## config.mk

```make
export PLATFORM = sky130hd
export DESIGN_NAME = mul_iter
export DESIGN_NICKNAME = d
export VERILOG_FILES = /design/src/rtl/mul_iter.sv
export SDC_FILE = /design/constraint.sdc
export NUM_CORES = 1
export LEC_CHECK = 0
export ABC_AREA = 0
export CAP_MARGIN = 0
export CORE_MARGIN = 2
export CORE_UTILIZATION = 53
export CTS_CLUSTER_DIAMETER = 150
export DETAILED_ROUTE_END_ITERATION = 6
export PLACE_DENSITY = 0.73
export SYNTH_ARGS = -nofsm -noshare
export SYNTH_HDL_FRONTEND = slang
export SYNTH_SLANG_ARGS = --single-unit
```

## constraint.sdc

```tcl
create_clock -name clk -period 7.2 [get_ports clk]
set_input_delay 1.44 -clock clk [delete_from_list [all_inputs] [get_ports clk]]
set_output_delay 1.44 -clock clk [all_outputs]
set_load 0.03 [all_outputs]
```

## src/rtl/mul_iter.sv

```systemverilog
// Iterative shift-add multiplier for RV64M: MUL, MULH, MULHSU, MULHU, MULW.
// Optional early exit when the remaining multiplier bits are zero: define MUL_EARLY_EXIT_EN.
module mul_iter #(
  parameter int WIDTH          = 64,
  parameter int BITS_PER_CYCLE = 1
) (
  input  logic             clk,
  input  logic             reset,
  input  logic             start,
  input  logic [2:0]       op,
  input  logic [WIDTH-1:0] a,
  input  logic [WIDTH-1:0] b,
  input  logic             flush,
  output logic             busy,
  output logic             done,
  output logic [WIDTH-1:0] c
);

  localparam int K      = BITS_PER_CYCLE;
  localparam int N_FULL = WIDTH / K;
  localparam int N_WORD = 32 / K;
  localparam int CW     = $clog2(N_FULL + 1);

  typedef enum logic [1:0] {IDLE, BUSY, DONE} state_e;
  typedef enum logic [2:0] {
    OP_MUL    = 3'd0,
    OP_MULH   = 3'd1,
    OP_MULHSU = 3'd2,
    OP_MULHU  = 3'd3,
    OP_MULW   = 3'd4
  } op_e;

  state_e             state, state_next;
  op_e                op_q;
  logic               neg_q;
  logic [CW-1:0]      count;
  logic [WIDTH-1:0]   a_mag, b_rem;
  logic [2*WIDTH-1:0] acc;

  logic               accept, last;
  logic               sign_a, sign_b;
  logic [WIDTH-1:0]   a_prep, b_prep;
  logic [K-1:0]       digit;
  logic [WIDTH+K-1:0] partial, sum;
  logic [2*WIDTH-1:0] acc_step, acc_next, prod, prod_s;
  logic [WIDTH-1:0]   result;

  assign accept = (state != BUSY) && start && (op <= 3'd4) && !flush;

  // Operand preparation: magnitudes plus the sign of the final product.
  assign sign_a = ((op == OP_MULH) || (op == OP_MULHSU)) && a[WIDTH-1];
  assign sign_b = (op == OP_MULH) && b[WIDTH-1];
  assign a_prep = (op == OP_MULW) ? {{(WIDTH-32){1'b0}}, a[31:0]} :
                  sign_a          ? -a : a;
  assign b_prep = (op == OP_MULW) ? {{(WIDTH-32){1'b0}}, b[31:0]} :
                  sign_b          ? -b : b;

  // One iteration: add a_mag * digit into the upper half, then shift right by K.
  assign digit    = b_rem[K-1:0];
  assign partial  = {{K{1'b0}}, a_mag} * {{WIDTH{1'b0}}, digit};
  assign sum      = {{K{1'b0}}, acc[2*WIDTH-1:WIDTH]} + partial;
  assign acc_step = (2*WIDTH)'({sum, acc[WIDTH-1:0]} >> K);

`ifdef MUL_EARLY_EXIT_EN
  // Skipped iterations would only shift, so apply all remaining shifts at once.
  assign acc_next = (b_rem == '0) ? (acc >> (int'(count) * K)) : acc_step;
  assign last     = (b_rem == '0) || (count == CW'(1));
`else
  assign acc_next = acc_step;
  assign last     = (count == CW'(1));
`endif

  // MULW runs only 32 iterations, leaving the product 32 bits higher up.
  assign prod   = (op_q == OP_MULW) ? (acc_next >> 32) : acc_next;
  assign prod_s = neg_q ? -prod : prod;

  always_comb begin
    // NOTE: every always_comb output gets a default first so no path infers a latch.
    result = prod_s[2*WIDTH-1:WIDTH];
    case (op_q)
      OP_MUL:  result = prod_s[WIDTH-1:0];
      OP_MULW: result = {{(WIDTH-32){prod_s[31]}}, prod_s[31:0]};
      default: result = prod_s[2*WIDTH-1:WIDTH];
    endcase
  end

  always_comb begin
    state_next = state;
    case (state)
      IDLE, DONE: state_next = accept ? BUSY : IDLE;
      BUSY: begin
        if (flush)     state_next = IDLE;
        else if (last) state_next = DONE;
      end
      default: state_next = IDLE;
    endcase
  end

  assign busy = (state == BUSY);
  assign done = (state == DONE);

  // NOTE: state registers use non-blocking assignments so every flop samples pre-edge values.
  always_ff @(posedge clk or negedge reset) begin
    if (!reset) state <= IDLE;
    else        state <= state_next;
  end

  always_ff @(posedge clk or negedge reset) begin
    if (!reset) begin
      // NOTE: datapath registers are cleared too, so a reset mid-operation leaves no stale product.
      op_q  <= OP_MUL;
      neg_q <= 1'b0;
      count <= '0;
      a_mag <= '0;
      b_rem <= '0;
      acc   <= '0;
      c     <= '0;
    end else if (accept) begin
      op_q  <= op_e'(op);
      neg_q <= sign_a ^ sign_b;
      count <= (op == OP_MULW) ? CW'(N_WORD) : CW'(N_FULL);
      a_mag <= a_prep;
      b_rem <= b_prep;
      acc   <= '0;
    end else if ((state == BUSY) && !flush) begin
      acc   <= acc_next;
      b_rem <= b_rem >> K;
      count <= count - CW'(1);
      if (last) c <= result;
    end
  end

endmodule

```

==> impl_metrics.toml <==
[pwr]
p_leak_nw = 12.56
irDropWorstVdd_mv = 0.2140
power_per_cell_area_mw_per_mm2 = 361.8
p_total_mw = 11.34

[global_routing]
antenna_found_initial = 3
first_global_vias = 28460
grt_pass1_wl_um = 178500
track_usage = 0.4398
grt_overflow = 0
grt_max_degree = 144

[cts]
cts_tree = "built"
cts.clk_slew.worst_paths_ns = 0.06
cts_setup_buffers = 0
clockRootBuffer = "clkbuf_16"
htreeDepth = 2
numCtsBuffers = 40
cts_buffer_depth = 3
cts_sinks = 332
insertion_delay_ns = 0.60
cts_hold_buf = 0

[setup_path]
path_class = "flip-flop to flip-flop"
critPathCaptureType = "flip-flop"
r2r_end = "c[62]$_DFFE_PN0P_"
crit_required_ns = 7.66
critical_path_arrival_ns = 7.60
cp_cell_sequence = "buf_4, and2_1, ha_1, nand4_1, nor4_1, nand2_1, a2111oi_1, a211oi_2, xor2_2, buf_4, and4_1, nor2_1, a2111oi_2, nand3_1, nor3_1, nor3_1, a31oi_1, a31oi_1"
cp_num_buf_inv = 2
cp_slowest_cell = "a2111oi_1"
max_stage_delay_ns = 0.88
cp-start-kind = "flip-flop"
r2r.worst_path.cells = 18
r2r-start = "b_rem[0]$_DFFE_PN0P_"
crit_fanout = 65
path_delay_family = "simple AND/OR/NAND/NOR gates"
r2r_slack_ns = 0.05

[placement]
dp.cells = 4259
globalplace.congestion = 1.087
port_buffers = 200
dp_hpwl_um = 90620

[min_path]
worstHoldEndpoint = "c[0]$_DFFE_PN0P_"
holdCritStartpoint = "c[0]$_DFFE_PN0P_"
holdPathStages = 2
hold_path_class = "flip-flop to flip-flop"

[sta]
fin_hold_ws_ns = 0.4769
hold_viol = 0
skew_ns = 0.02387
fmax_ghz = 0.1400
fin_setup_tns_ns = 0
rsz0062_at_grt = "false"
maxSlewHeadroom = 0.02256
setup-violations-final = 0
max_slew.worst_pin.slew_ns = 1.451
finalCriticalPeriod_ns = 7.145
drv_slew = 0
final.period_utilization = 0.9924

[cells_and_area]
final_cells = 4332
area_growth_pct = 14.65
final_common_cell = "nand2_1"
mostFrequentLayoutCells = "nand2_1 (504), o21ai_0 (402), dfrtp_1 (331)"
fin_nets = 3826
drive_above_1_share = 0.06957

[synth]
yosysTopAreaCellShare = 0.3040
yosys.area.top_type = "dfrtp_1"
async_reset_ff_frac = 1.000
syn_area_mm2 = 0.02732
ys_ff_latch = 332
postSynthAreaPerCell_um2 = 7.715
synth_nets = 3747
syn_inst = 3542
synthFlopType = "dfrtp_1"
ys_seq_area_frac = 0.3040
yosysWarnings = 0
netlist_top_cells_area = "dfrtp_1 (30%), o21ai_0 (7.4%), nand2_1 (7.0%), xnor2_1 (4.2%), nor2_1 (4.0%)"
synth-edff-count = 0
yosysUniqueCellTypes = 112

[drt]
first_pass_iters = 7
wire_per_inst_um = 27.70
drc = 29
drt_iter0_drc = 4686
routed.top_layer = "met5"
routed_wirelength_um = 120000
wl_met3_um = 16450
num_vias = 30337
ant_nets = 0
vias_per_cell = 7.003
met2WireLength_um = 48620
m1WireLength_um = 47020

[floorplanning]
die_area_mm2 = 0.05339
rows = 83
die_h_um = 231.1
num_io_pins = 201
dieWidth_um = 231.1
start_util = 0.5348
coreArea_mm2 = 0.05109

[flow_run]
drv_cap = 0

[run_status]
outcome = "finished with violations"
violations = "DRC"
==> per-layer routing <==
metal / vias to the layer above / GRT usage
met4: 4 / 0.2272
met2: 2201 / 0.6295
met3: 517 / 0.1389
met1: 14469 / 0.5932
met5: - / 0.01011
li1: 13146 / -
==> power by group <==
group	internal, mW	switching (mW)
Clock	1.30	0.926
Sequential	2.37	0.411
Combinational	1.98	4.35
Total	5.65	5.69
==> repair_timing <==
| action | CTS | global route |
|---|---|---|
| setup endpoints to repair | 0 | 13 |
| endpoints found under the hold margin | 0 | 0 |
| gates resized for setup | 0 | 1 |
==> registers in the layout (all words and copies together) (netlist names) <==
name   cells
b_rem     64
a_mag     64
acc      127
neg_q      1
count      7
op_q       3
state      2
c         64
==> layout make-up <==
class / instances / area (µm²)
antenna: 1 / 2.502
clock buffer: 53 / 1090
clock inverter: 19 / 319.1
fill: 4497 / 19770
inverter: 36 / 135.1
multi-input combinational: 2926 / 17950
sequential: 332 / 8309
tap: 680 / 850.8
timing repair buffer: 285 / 2670
==> synth_stat cells (35+ instances only) <==
cell,count
a22oi_1,39
a31oi_1,35
nor3_1,98
and2_1,86
nor2_1,291
nand3_1,89
nand2_1,506
clkbuf_1,176
mux2i_1,55
a21oi_1,211
ha_1,69
o21ai_0,402
o31ai_1,47
buf_2,40
xor2_1,120
nand4_1,70
xnor2_1,130
nor4_1,56
dfrtp_1,332
or3_1,44
o21ai_1,37
==> cells by family after synthesis <==
kind of cell | after synthesis | synth area share
AO/OA/AOI/OAI | 1131 | 0.2659
XOR/XNOR | 252 | 0.08132
adder cells (fa/ha/maj) | 70 | 0.03233
buffers and inverters | 284 | 0.04167
flip-flops | 332 | 0.3040
multiplexers | 59 | 0.02180
AND/OR/NAND/NOR | 1414 | 0.2529
==> worst register-to-register path: cells and delay by family, from the launching register on <==
kind	cells	cell delay, ns
AOI/OAI and AO/OA	5	1.99
xor gates and xnor gates	1	0.16
adders and majority gates	1	0.53
buffers and inverters	2	0.69
DFF	1	0.33
and+or+nand+nor	9	3.31
==> how the worst max path moves through the flow <==
stage,startpoint,to,cells past startpoint
2_1_floorplan,op_q[2]$_DFFE_PN0P_,c[58]$_DFFE_PN0P_,23
3_3_place_gp,b_rem[0]$_DFFE_PN0P_,c[51]$_DFFE_PN0P_,18
3_5_place_dp,b_rem[0]$_DFFE_PN0P_,c[34]$_DFFE_PN0P_,18
4_1_cts,b_rem[0]$_DFFE_PN0P_,c[34]$_DFFE_PN0P_,18
5_1_grt,b_rem[0]$_DFFE_PN0P_,c[62]$_DFFE_PN0P_,18
6_report,b_rem[0]$_DFFE_PN0P_,c[62]$_DFFE_PN0P_,18
==> through the flow <==
stage | util | cell area [µm²] | setup slack (ns)
after floorplan | - | 27330 | 1.261
after global placement | 0.5855 | 29910 | 0.2977
after detailed placement | 0.5855 | 29910 | 0.2598
after CTS | 0.6131 | 31320 | 0.2332
after global routing | 0.6131 | 31330 | 0.02356
final | 0.6131 | 31330 | 0.05491
(Power assumes the default switching activity.)
